**config.mk**
```make
export PLATFORM = sky130hd
export DESIGN_NAME = fetch_entry_fifo
export DESIGN_NICKNAME = d
export VERILOG_FILES = /design/src/rtl/fetch_entry_fifo.sv
export SDC_FILE = /design/constraint.sdc
export NUM_CORES = 1
export LEC_CHECK = 0
export BUFFER_PORTS_ARGS = -buffer_cell sky130_fd_sc_hd__buf_4
export CORE_UTILIZATION = 31
export CTS_BUF_LIST = sky130_fd_sc_hd__clkbuf_4 sky130_fd_sc_hd__clkbuf_8
export DETAILED_ROUTE_END_ITERATION = 7
export PLACE_DENSITY = 0.51
export SYNTH_ARGS = -nofsm -noshare
export SYNTH_HDL_FRONTEND = slang
export SYNTH_SLANG_ARGS = --single-unit
```
**constraint.sdc**
```tcl
create_clock -name clk_i -period 4.5 [get_ports clk_i]
set_input_delay 0.225 -clock clk_i [delete_from_list [all_inputs] [get_ports clk_i]]
set_output_delay 0.225 -clock clk_i [all_outputs]
set_load 0.1 [all_outputs]
```
**src/rtl/fetch_entry_fifo.sv**
```systemverilog
// fetch_entry_fifo: in-order fetch-entry buffer between the realigner and the ID stage.
// Define FETCH_FIFO_BYPASS_EN to present an entry arriving at an empty FIFO in the same cycle.
module fetch_entry_fifo #(
    parameter int unsigned ENTRY_W = 64,
    parameter int unsigned DEPTH   = 4
) (
    input  logic               clk_i,
    input  logic               rst_i,
    input  logic               flush_i,
    input  logic [ENTRY_W-1:0] in_entry_i,
    input  logic               in_valid_i,
    output logic               in_ready_o,
    output logic [ENTRY_W-1:0] fetch_entry_o,
    output logic               fetch_entry_valid_o,
    input  logic               fetch_entry_ready_i,
    output logic [$clog2(DEPTH):0] count_o
);
    localparam int unsigned AW = $clog2(DEPTH);
    localparam logic [AW:0] FULL = (AW+1)'(DEPTH);

    logic [ENTRY_W-1:0] mem [DEPTH];
    logic [AW-1:0] rptr, wptr;
    logic [AW:0] count;
    logic bypass, push, pop, write, advance;

`ifdef FETCH_FIFO_BYPASS_EN
    // reset is excluded so nothing is presented while the FIFO is being cleared
    assign bypass = count == '0 && in_valid_i && !flush_i && !rst_i;
    assign fetch_entry_o = bypass ? in_entry_i : mem[rptr];
`else
    assign bypass = 1'b0;
    assign fetch_entry_o = mem[rptr];
`endif

    assign count_o             = count;
    assign in_ready_o          = count != FULL;
    assign fetch_entry_valid_o = count != '0 || bypass;
    assign push    = in_valid_i && in_ready_o && !flush_i;
    assign pop     = fetch_entry_valid_o && fetch_entry_ready_i && !flush_i;
    // an entry consumed straight from the input never touches storage
    assign write   = push && !(bypass && fetch_entry_ready_i);
    assign advance = pop && !bypass;

    always_ff @(posedge clk_i) begin
        if (rst_i) begin
            rptr  <= '0;
            wptr  <= '0;
            count <= '0;
            for (int i = 0; i < DEPTH; i++) mem[i] <= '0;
        end else if (flush_i) begin
            rptr  <= '0;
            wptr  <= '0;
            count <= '0;
        end else begin
            if (write) begin
                mem[wptr] <= in_entry_i;
                wptr      <= wptr + AW'(1);
            end
            if (advance) rptr <= rptr + AW'(1);
            count <= count + (AW+1)'(write) - (AW+1)'(advance);
        end
    end
endmodule

```
# Word-level counts from Yosys, hierarchy flattened
# Memories as Yosys holds them, arrays and structs flattened. A register that Yosys moved wholly into a read port is not among the register bits.
# Cells that the tools add are included.
dict set report word_totals {
  wordCells 28
  regBits 7
  in_bits 69
  output_inout_bits 69
  mem_count 1
  ramBits 256
}
dict set report classes {
  reduce_logical 8
  eq_ne 1
  n_addsub 4
  mux 11
}
# memory depth word_bits rd rd_clocked_by_memory_dff wr line
set mem_list {}
lappend mem_list {mem 4 64 1 1 4 21} ;# logic [ENTRY_W-1:0] mem [DEPTH];
# operator n
set ops {}
lappend ops {{64-bit 2-to-1 mux} 1}
lappend ops {{64-bit OR reduction} 1}
lappend ops {{1-bit 2-to-1 mux} 7}
lappend ops {{2-bit 2-to-1 mux} 3}
lappend ops {{2-bit by 1-bit adder with 2-bit output (second input constant)} 2}
lappend ops {{1-bit logical AND} 4}
lappend ops {{3-bit by 1-bit adder with 3-bit output} 1}
lappend ops {{3-bit != test (second input constant)} 1}
lappend ops {{3-bit nonzero test} 1}
lappend ops {{3-bit by 1-bit subtractor with 3-bit output} 1}
lappend ops {{2-bit OR reduction} 1}
lappend ops {{1-bit zero test} 1}

# Logic depth before layout (Yosys ltp)
# Gate-level depths: netlist of run 1.
dict set report logic_depth {
  ltp_word 9
  depth_mapped 12
  mapped_depth_nobuf 11
}

# Worst setup path after synthesis of run 1
# OpenSTA, ideal clock, no wires.
dict set report synth_timing {
  path_kind {register to register}
  startpoint {register count[1], in the netlist count_o[1]}
  endpoint {memory mem[3][0] (enable)}
  n_path_buf 0
  synth_period_minus_slack_ns 3.994
  slack_ns 0.506
  required_ns 4.079
  stages_incl_launch_ff 5
  arrival_time_ns 3.574
  setup_time_ns 0.421
  path_cell_list {dfxtp_1 -> nor3b_2 -> inv_1 -> and3_1 -> a21o_1}
}
# element line
set synth_rtl {}
lappend synth_rtl {{start, declared} 23} ;# logic [AW:0] count;
lappend synth_rtl {{start signal, assigned} 60} ;# count <= count + (AW+1)'(write) - (AW+1)'(advance);
lappend synth_rtl {{end, declared} 21}

==> run summary, run 1 <==
=================================================================================
Status                                                               complete, no violations
Post-route clock period utilization                                        0.6425
Final #Nets                                                                   952
Library cell used as clock root buffer                                   clkbuf_8
WHS Endpoint                                                         rptr[0]$_SDFFE_PP0P_
Worst slew pin tran                                                      1.091 ns
Total die area                                                        37950 sq um
TritonCTS clock tree                                                          yes
Hold Crit Class                                                         in -> reg
Leak pwr                                                              0.006011 uW
Sink Count                                                                    265
Routability congestion estimate from global placement                      0.6812
Largest net degree at the start of global routing                             258
Number of filler instances in the final layout                               3435
Critical path class                                                    reg -> out
Number of instances resized during post-cts repair                              0
Reg-to-reg critical path endpoint                                    count_o[2]$_SDFF_PP0_
Setup Total Neg Slack                                                        0 ns
Synthesized Nets                                                              762
Total wirelength of the detailed-routed design                       27530 microns
Routed length on met2                                                13210 microns
Top post-synthesis cells by area                                     edfxtp_1 (67%), mux4_2 (13%), and3_1 (10%), and2_1 (3.6%), dfxtp_1 (1.6%)
Height of the chip                                                   194.8 microns
Iter 0 DRT Violations                                                         365
Core area                                                             36610 sq um
Detailed-route vias per instance                                            4.823
Number of cells on the worst reg-to-reg path                                   11
Launch point of the worst reg-to-reg path                            count_o[1]$_SDFF_PP0_
Max Fanout on Critical Path                                                    38
Clock slew seen by the registers of the worst setup and hold paths        0.05 ns
Worst rel slew slack                                                       0.2728
Starting density of the core                                               0.3148
Growth of design area from synthesis to finish                             25.48%
Endpoint arrival time on the critical path                                2.67 ns
Count of standard-cell rows                                                    70
Setup violation total in the final timing report                                0
First-pass GRT wire length                                           42080 microns
Final core utilization                                                     0.3950
Number of global-route vias before repair                                    7108
Netlist area before placement                                         11520 sq um
Clk Latency, worst-skew pair                                              0.54 ns
Average routed wire per standard cell                                20.00 microns
Setup Buffers After CTS                                                         0
Main flop type after synthesis                                           edfxtp_1
Number of instances in the synthesized netlist                                690
DP HPWL                                                              13720 microns
Die extent in x                                                      194.8 microns
Overall global routing resource usage                                      0.1447
EDFF count, synth                                                             256
Deepest clock path buffer count                                                 3
Most used cells in the layout excluding fill and tap cells           edfxtp_1 (256), and3_1 (193), buf_4 (140)
Top layer used by detailed routing                                           met4
Number of placed I/O pins                                                     138
Most common library cell in the layout ignoring fill and taps            edfxtp_1
Ratio of cells with drive above 1 in the final layout                      0.3139
Post-synth top area cell                                                 edfxtp_1
Met1 routed wirelength after detailed routing                        12560 microns
Worst EP required                                                         4.28 ns
Final clock skew                                                       0.01034 ns
Total vias in the final route                                                6641
Peak ir drop on the vdd network                                          149.5 uV
Number of remaining DRC errors                                                  0
Final ANT Viol Nets                                                             0
Element type at the critical path start                                 flip-flop
Initial antenna violation count                                                 1
H-tree depth reported by CTS                                                    2
Total overflow reported by the global router                                    0
Unrepaired setup endpoints after global routing                                no
Number of synthesized register bits                                           265
Type of element capturing the critical path                           output port
Final Hold Viols                                                                0
Synthesis Warnings                                                              0
Share of synthesized flip-flops with an asynchronous set or reset               0
Max-cap check violation count                                                   0
Count of different cell masters after synthesis                                30
Area share of the largest cell type after synthesis                        0.6670
FF-to-FF setup slack                                                      1.92 ns
Source of the worst hold timing path                                 fetch_entry_ready_i
Peak clock frequency supported by timing                               0.3459 GHz
Power Density                                                        393.2 nW/um^2
Port Buffer Count                                                             137
CTS Buf Count                                                                  44
Avg Inst Size Synth                                                   16.70 sq um
Number of max-slew violations in the final report                               0
Final Critical Period                                                    2.891 ns
Sequential element share of the synthesized area                           0.6827
First-pass DRT Iterations                                                       4
Met3 WL                                                              1191 microns
Cell count of the worst hold path                                               4
=================================================================================
-- sequential cells by signal (all words and copies together) (netlist names), named ones only --
signal   flops
mem        256
count_o      3
rptr         2
wptr         2
-- final cells by class --
type	instances	area, sq um	area share
antenna	1	2.502	0.0001730
clock inverter	14	116.4	0.008046
inverter	4	15.01	0.001038
clock buffer	60	732.0	0.05061
multi-input combinational	356	3373	0.2333
timing repair buffer	209	1762	0.1218
sequential	265	7875	0.5446
tap	468	585.6	0.04049
-- how the worst max path moves through the flow --
stage / cells past startpoint / startpoint / slack (ns) / end
5_1_grt: 3 / flip-flop / 1.36 / fetch_entry_o[33]
3_3_place_gp: 11 / count_o[1]$_SDFF_PP0_ / 2.03 / count_o[2]$_SDFF_PP0_
6_report: 3 / flip-flop / 1.61 / fetch_entry_o[33]
4_1_cts: 3 / flip-flop / 1.47 / fetch_entry_o[2]
2_1_floorplan: 4 / count_o[1]$_SDFF_PP0_ / 0.51 / mem[3][0]$_DFFE_PP_
3_5_place_dp: 11 / count_o[1]$_SDFF_PP0_ / 1.94 / count_o[2]$_SDFF_PP0_
-- synthesized netlist by cell type, types with 5 or more instances --
library cell / number
buf_6: 5
mux4_2: 64
buf_1: 6
dfxtp_1: 9
clkbuf_1: 24
edfxtp_1: 256
and2_1: 66
and3_1: 193
buf_2: 8
clkbuf_2: 21
-- kinds of logic after synthesis --
group	Yosys count	share of synthesized area
XOR/XNOR	4	0.003040
adder cells (fa/ha/maj)	3	0.003908
AND/OR/NAND/NOR	277	0.1509
flip-flops	265	0.6827
multiplexers	64	0.1251
buffers and inverters	69	0.02920
AO/OA/AOI/OAI	8	0.005211
-- repair_timing --
action                                  4_1_cts  5_1_grt
endpoints found under the hold margin       253        0
endpoints found under the setup margin        0        0
hold buffers                                 67        0
-- per-layer routing --
metal	track usage	vias up
li1	-	3076
met1	0.1949	3372
met2	0.2375	152
met3	0.02759	41
met4	0.04287	0
met5	0	-
-- per-stage QoR --
step	std cells	cell area (sq um)	hold WS [ns]	worst slack (ns)	power, uW
floorplan	690	11520	0.4232	0.5059	3394
global placement	1235	12940	0.4674	2.030	3602
detailed placement	1235	12940	0.4749	1.941	3604
CTS	1376	14460	0.1099	1.473	5760
global route	1376	14460	0.1636	1.360	5900
finish	1377	14460	0.1485	1.609	5686
-- critical path, cell delays in order (launching register included) --
cell	delay, ns
dfxtp_4	0.92
buf_12	0.33
mux4_2	0.58
buf_4	0.26
-- report_power, final --
| group | switching [uW] | total, uW | leakage (uW) | internal [uW] |
|---|---|---|---|---|
| sequential | 32.0 | 2850 | 0.00276 | 2820 |
| clock | 938 | 2100 | 0.000444 | 1160 |
| combinational | 526 | 739 | 0.00281 | 213 |
| total | 1500 | 5690 | 0.00601 | 4190 |
Note: power is estimated with default switching activity, not from simulation.
==> run 2: changes to the inputs <==
- ABC_AREA: unset -> 1
- PLACE_DENSITY: 0.51 -> 0.53
- clock period: 4.5 -> 2.5 ns (I/O delays scaled with it)
==> run 2 against run 1 <==
Via count rose by 24%; critical endpoint is now fetch_entry_o[0]; synthesized cell count rose by 50%; sequential power rose by 80%; cell count rose by 27%.
==> run summary, run 2 <==
=================================================================================
Avg Inst Size Synth                                                   11.10 sq um   was 16.70 sq um
TritonCTS clock tree                                                          yes   unchanged
Routability congestion estimate from global placement                      0.7278   was 0.6812
DP HPWL                                                              17500 microns   was 13720 microns
Critical path class                                                    reg -> out   unchanged
Overall global routing resource usage                                      0.1657   was 0.1447
Number of max-slew violations in the final report                               0   unchanged
Sink Count                                                                    265   unchanged
Total wirelength of the detailed-routed design                       31500 microns   was 27530 microns
Setup violation total in the final timing report                                0   unchanged
Top post-synthesis cells by area                                     edfxtp_1 (67%), nor2_1 (10%), o21ai_0 (5.7%), o22ai_1 (3.5%), nand2_4 (3.1%)   was edfxtp_1 (67%), mux4_2 (13%), and3_1 (10%), and2_1 (3.6%), dfxtp_1 (1.6%)
Final WS setup                                                          0.1095 ns   was 1.609 ns
Initial antenna violation count                                                 0   was 1
Register name with the most flops                                             mem   unchanged
Library cell used as clock root buffer                                   clkbuf_8   unchanged
Final clock skew                                                       0.02302 ns   was 0.01034 ns
Count of standard-cell rows                                                    70   unchanged
Reg-to-reg critical path endpoint                                    mem[2][53]$_SDFFCE_PN0P_   was count_o[2]$_SDFF_PP0_
Minimum hold slack                                                     0.05796 ns   was 0.1485 ns
Final Critical Period                                                    2.390 ns
Peak clock frequency supported by timing                               0.4183 GHz
Setup Buffers After CTS                                                         0   unchanged
Deepest clock path buffer count                                                 3   unchanged
Most used cells in the layout excluding fill and tap cells           nor2_1 (318), edfxtp_1 (256), buf_4 (152)   was edfxtp_1 (256), and3_1 (193), buf_4 (140)
Synth Area in Simple Gates                                                 0.1638   was 0.1509
Share of the synthesized area in compound gates (AO/OA/AOI/OAI)           0.09292   was 0.005211
Post-synth top area cell                                                 edfxtp_1   unchanged
Final Hold Viols                                                                0   unchanged
Number of cells on the worst reg-to-reg path                                    7   was 11
CTS Buf Count                                                                  46   was 44
Leak pwr                                                              0.006439 uW   was 0.006011 uW
Starting density of the core                                               0.3148   about the same
Post-placement cell count                                                    1600   was 1235
Netlist area before placement                                         11530 sq um   was 11520 sq um
EDFF count, synth                                                             256   unchanged
Source of the worst hold timing path                                   in_valid_i   was fetch_entry_ready_i
Max FFs per register                                                          256   unchanged
Sequential element share of the synthesized area                           0.6826   was 0.6827
Most common library cell in the layout ignoring fill and taps              nor2_1   was edfxtp_1
Number of synthesized register bits                                           265   unchanged
Main flop type after synthesis                                           edfxtp_1   unchanged
Unrepaired setup endpoints after global routing                               yes   was no
FF-to-FF setup slack                                                      0.24 ns   was 1.92 ns
Number of remaining DRC errors                                                  0   unchanged
Commonest cells in the synthesized netlist                           nor2_1 (319), edfxtp_1 (256), o21ai_0 (131), inv_1 (81), o22ai_1 (64)   was edfxtp_1 (256), and3_1 (193), and2_1 (66), mux4_2 (64), clkbuf_1 (24)
Total overflow reported by the global router                                    0   unchanged
H-tree depth reported by CTS                                                    2   unchanged
Detailed-route vias per instance                                            4.721   was 4.823
Number of placed I/O pins                                                     138   unchanged
Number of antenna cells inserted                                                0   was 1
Number of instances in the synthesized netlist                               1038   was 690
Number of filler instances in the final layout                               3511   was 3435
Area share of the largest cell type after synthesis                        0.6670   about the same
Number of global-route vias before repair                                    8239   was 7108
Final cell count without fillers                                             1751   was 1377
Largest net degree at the start of global routing                             129   was 258
Total vias in the final route                                                8266   was 6641
First-pass DRT Iterations                                                       5   was 4
Peak ir drop on the vdd network                                          381.2 uV   was 149.5 uV
Synthesis Warnings                                                              0   unchanged
Endpoint arrival time on the critical path                                2.27 ns   was 2.67 ns
Element type at the critical path start                                 flip-flop   unchanged
Post-synthesis adder-cell area fraction                                  0.003908   about the same
Hold Crit Class                                                         in -> reg   unchanged
Status                                                               complete, no violations   unchanged
Final #Nets                                                                  1319   was 952
Worst EP required                                                         2.38 ns   was 4.28 ns
Clk Latency, worst-skew pair                                              0.57 ns   was 0.54 ns
WHS Endpoint                                                         wptr[0]$_SDFFE_PP0P_   was rptr[0]$_SDFFE_PP0P_
Post-route clock period utilization                                        0.9562
Type of element capturing the critical path                           output port   unchanged
Height of the chip                                                   194.8 microns   about the same
Synthesized Nets                                                             1110   was 762
Share of synthesized flip-flops with an asynchronous set or reset               0   unchanged
Total die area                                                        37960 sq um   was 37950 sq um
Dominant combinational cell family by area after synthesis           simple AND/OR/NAND/NOR gates   unchanged
Multiplexer share of the synthesized area                                       0   was 0.1251
Worst rel slew slack                                                       0.4665   was 0.2728
Core area                                                             36610 sq um   unchanged
Setup Total Neg Slack                                                        0 ns   unchanged
Growth of design area from synthesis to finish                             31.11%   was 25.48%
Count of different cell masters after synthesis                                23   was 30
Iter 0 DRT Violations                                                         436   was 365
Max-cap check violation count                                                   0   unchanged
Launch point of the worst reg-to-reg path                            count_o[1]$_SDFF_PP0_   unchanged
Port Buffer Count                                                             137   unchanged
Worst slew pin tran                                                     0.8003 ns   was 1.091 ns
Die extent in x                                                      194.8 microns   about the same
Max Fanout on Critical Path                                                   128   was 38
Xor/xnor cell area share of the yosys netlist                                   0   was 0.003040
Clock slew seen by the registers of the worst setup and hold paths        0.06 ns   was 0.05 ns
Dominant cell by count in the synthesized netlist                          nor2_1   was edfxtp_1
Cell count of the worst hold path                                               5   was 4
First-pass GRT wire length                                           47860 microns   was 42080 microns
Ratio of cells with drive above 1 in the final layout                      0.2712   was 0.3139
Average routed wire per standard cell                                17.99 microns   was 20.00 microns
Power Density                                                        683.7 nW/um^2   was 393.2 nW/um^2
Final ANT Viol Nets                                                             0   unchanged
Post-placement setup slack                                              0.2021 ns   was 1.941 ns
=================================================================================
## run 2: cell count changes after synthesis, sizes merged, moves of 66 or more
cell and change:
and3 -193, nor2 +329, nand2 +82, o21ai +130, and2 -66, inv +77
## run 2: area by class of cell
class | count | area [sq um] | share of cell area
clock buffers | 63 | 767.0 | 0.05075
clock inverters | 21 | 118.9 | 0.007866
inverters | 82 | 312.8 | 0.02070
multi-input cells | 623 | 3433 | 0.2272
flip-flops and latches | 265 | 7884 | 0.5217
well taps | 468 | 585.6 | 0.03875
repair buffers | 229 | 2011 | 0.1331
## run 2: report_power, final
part           switching [uW]  internal [uW]
registers                48.6           5070
logic                    1010            367
clock network            1740           2090
## run 2: cells by family after synthesis
group / count (synthesis)
fa+ha+maj: 3
flops: 265
compound gates: 198
simple gates: 422
buf+inv: 150
## run 2: through the flow
| step | total power [uW] | utilization | cell area, sq um |
|---|---|---|---|
| final | 10330 | 0.4128 | 15110 |
| after global routing | 10700 | 0.4128 | 15110 |
| after CTS | 10460 | 0.4124 | 15100 |
| after detailed placement | 6529 | 0.3699 | 13540 |
| after global placement | 6527 | 0.3699 | 13540 |
| after floorplan | 6119 | - | 11950 |
## run 2: worst max path at each step
stage,cells past startpoint,end
2_1_floorplan,4,mem[0][0]$_SDFFCE_PN0P_
3_3_place_gp,7,mem[2][61]$_SDFFCE_PN0P_
3_5_place_dp,7,mem[1][2]$_SDFFCE_PN0P_
4_1_cts,5,fetch_entry_o[2]
5_1_grt,4,fetch_entry_o[38]
6_report,4,fetch_entry_o[0]
## run 2: timing repair
item	4_1_cts	5_1_grt
endpoints found under the hold margin	264	0
resized for setup	0	3
endpoints found under the setup margin	0	3
hold buffers	67	0
## run 2: worst max-delay path, stage by stage (launching register included)
cell and delay [ns]:
dfxtp_4 0.39, buf_16 0.38, o21ai_0 0.18, o22ai_1 0.29, buf_4 0.35
## run 2: layer usage
metal,GRT usage,share of wire,vias up
met5,0,0,-
met4,0.04491,0.018,0
met3,0.02794,0.049,40
met2,0.2829,0.49,218
met1,0.2168,0.45,4052
li1,-,-,3956
==> run 3: changes to the inputs <==
- BUFFER_PORTS_ARGS: -buffer_cell sky130_fd_sc_hd__buf_4 -> -buffer_cell sky130_fd_sc_hd__buf_2
==> run 3 against run 2 <==
Critical path depth did not move; cell count shrank 0.80%; register-to-register slack gained 0.06 ns; clock-buffer cell count decreased by 4; highest routed layer unchanged; maximum frequency increased by 1.5%; utilization up 0.80 points; flip-flop and latch count did not move.
==> run summary, run 3 (synthesis results as in run 2) <==
=================================================================================
Number of placed I/O pins                                                     138   unchanged
Largest net degree at the start of global routing                             129   unchanged
Ratio of cells with drive above 1 in the final layout                      0.2679   was 0.2712
Clock network power share                                                   0.357   was 0.371
Detailed-route vias per instance                                            4.697   was 4.721
First-pass DRT Iterations                                                       4   was 5
Deepest clock path buffer count                                                 3   unchanged
Setup Total Neg Slack                                                        0 ns   unchanged
Average routed wire per standard cell                                17.61 microns   was 17.99 microns
Setup violation total in the final timing report                                0   unchanged
Most common library cell in the layout ignoring fill and taps              nor2_1   unchanged
Total vias in the final route                                                8159   was 8266
Seq pwr share                                                               0.498   was 0.496
Status                                                               complete, no violations   unchanged
Power Density                                                        667.9 nW/um^2   was 683.7 nW/um^2
Iter 0 DRT Violations                                                         449   was 436
Leak pwr                                                              0.006503 uW   was 0.006439 uW
Overall global routing resource usage                                      0.1609   was 0.1657
Port Buffer Count                                                             137   unchanged
H-tree depth reported by CTS                                                    2   unchanged
Final ANT Viol Nets                                                             0   unchanged
Launch point of the worst reg-to-reg path                            count_o[1]$_SDFF_PP0_   unchanged
Number of global-route vias before repair                                    8105   was 8239
Final core utilization                                                     0.4207   was 0.4128
Critical path cell sequence                                          buf_16, o21ai_0, o22ai_2, buf_2   was buf_16, o21ai_0, o22ai_1, buf_4
Peak ir drop on the vdd network                                          307.0 uV   was 381.2 uV
Sink Count                                                                    265   unchanged
Die extent in x                                                      194.8 microns   unchanged
Most used cells in the layout excluding fill and tap cells           nor2_1 (318), edfxtp_1 (256), o21ai_0 (128)   was nor2_1 (318), edfxtp_1 (256), buf_4 (152)
Max FFs per register                                                          256   unchanged
Clock slew seen by the registers of the worst setup and hold paths        0.06 ns   about the same
Worst EP required                                                         2.38 ns   about the same
Slowest cell on the critical path                                           buf_2   was dfxtp_4
Total wirelength of the detailed-routed design                       30590 microns   was 31500 microns
Post-route clock period utilization                                        0.9421   was 0.9562
Final Critical Period                                                    2.355 ns   was 2.390 ns
Portion of total power attributed to combinational logic                    0.145   was 0.134
Height of the chip                                                   194.8 microns   unchanged
Growth of design area from synthesis to finish                             33.64%   was 31.11%
Starting density of the core                                               0.3148   unchanged
Peak clock frequency supported by timing                               0.4246 GHz   was 0.4183 GHz
Routability congestion estimate from global placement                      0.7144   was 0.7278
NetSw                                                                     2755 uW   was 2803 uW
Core area                                                             36610 sq um   unchanged
Worst slew pin tran                                                     0.7623 ns   was 0.8003 ns
Worst rel slew slack                                                       0.4918   was 0.4665
Initial antenna violation count                                                 0   unchanged
Number of antenna cells inserted                                                0   unchanged
Proportion of total power due to net switching                             0.2678   was 0.2713
Max-cap check violation count                                                   0   unchanged
Largest stage delay on the critical path                                  0.45 ns   was 0.39 ns
CTS Buf Count                                                                  45   was 46
Element type at the critical path start                                 flip-flop   unchanged
Critical path class                                                    reg -> out   unchanged
Final Hold Viols                                                                0   unchanged
Type of element capturing the critical path                           output port   unchanged
Number of remaining DRC errors                                                  0   unchanged
DP HPWL                                                              16710 microns   was 17500 microns
Source of the worst hold timing path                                   in_valid_i   unchanged
Number of max-slew violations in the final report                               0   unchanged
Final #Nets                                                                  1314   was 1319
Hold Crit Class                                                         in -> reg   unchanged
Total die area                                                        37960 sq um   unchanged
First-pass GRT wire length                                           46530 microns   was 47860 microns
Total overflow reported by the global router                                    0   unchanged
Unrepaired setup endpoints after global routing                                no   was yes
Count of standard-cell rows                                                    70   unchanged
Clk Latency, worst-skew pair                                              0.54 ns   was 0.57 ns
Max Fanout on Critical Path                                                   128   unchanged
TritonCTS clock tree                                                          yes   unchanged
Power, Total                                                             10290 uW   was 10330 uW
Endpoint arrival time on the critical path                                2.23 ns   was 2.27 ns
Library cell used as clock root buffer                                   clkbuf_8   unchanged
Final clock skew                                                       0.01101 ns   was 0.02302 ns
Register name with the most flops                                             mem   unchanged
Internal power contribution                                               7532 uW   was 7529 uW
=================================================================================
## run 3: cell types whose count changed in the layout (fill, tap and decap cells not counted), moves of 2 or more
cell,before,now
buf_12,8,55
buf_2,0,85
buf_4,152,12
clkinv_1,16,11
inv_4,0,2
## run 3: area by class of cell
class | count | area (sq um)
fillers | 3460 | 21210
flip-flops and latches | 265 | 7884
multi-input cells | 623 | 3440
repair buffers | 225 | 2356
clock buffers | 59 | 737.0
well taps | 468 | 585.6
inverters | 82 | 312.8
clock inverters | 15 | 88.84
## run 3: critical path: cells and delay by family (launching register included)
| kind | cells | cell delay (ns) |
|---|---|---|
| AO/OA/AOI/OAI | 2 | 0.41 |
| buffers and inverters | 2 | 0.82 |
| flip-flops | 1 | 0.38 |
## run 3: per-stage QoR
stage	instance area (sq um)	worst slack, ns	std cells	hold slack, ns
after floorplan	11950	0.008040	1038	0.3038
after global placement	13870	0.3424	1596	0.4273
after detailed placement	13870	0.2777	1596	0.4346
after CTS	15380	0.009718	1737	0.01655
after global routing	15400	0.0004670	1737	0.06918
final	15400	0.1448	1737	0.05411
## run 3: worst paths after layout
check / to / slack, ns / cells after the start
worst max-delay path: fetch_entry_o[59] / 0.14 / 4
worst min-delay path: wptr[0]$_SDFFE_PP0P_ / 0.05 / 5
worst max register to register: mem[1][34]$_SDFFCE_PN0P_ / 0.30 / 7
worst min register to register: flip-flop / 0.54 / 2
## run 3: power groups by stage
stage                     clock (uW)  combinational [uW]  sequential (uW)
after detailed placement           0                1420             5210
after floorplan                    0                 902             5220
final                           3680                1490             5120
after global placement             0                1420             5210
after CTS                       3790                1510             5120
after global routing            3980                1560             5140
## run 3: per-layer routing
| layer | routed length, microns | up-vias | global-route usage |
|---|---|---|---|
| li1 | - | 3941 | - |
| met1 | 13690 | 4009 | 0.2063 |
| met2 | 14990 | 161 | 0.2741 |
| met3 | 1258 | 48 | 0.03054 |
| met4 | 646 | 0 | 0.05074 |
| met5 | 0 | - | 0 |
## run 3: timing repair
action / in CTS / in global routing
endpoints found under the setup margin: 36 / 13
resized for setup: 4 / 6
setup buffers: 0 / 0
hold buffers: 67 / 0
endpoints found under the hold margin: 264 / 0
gates cloned: 0 / 0
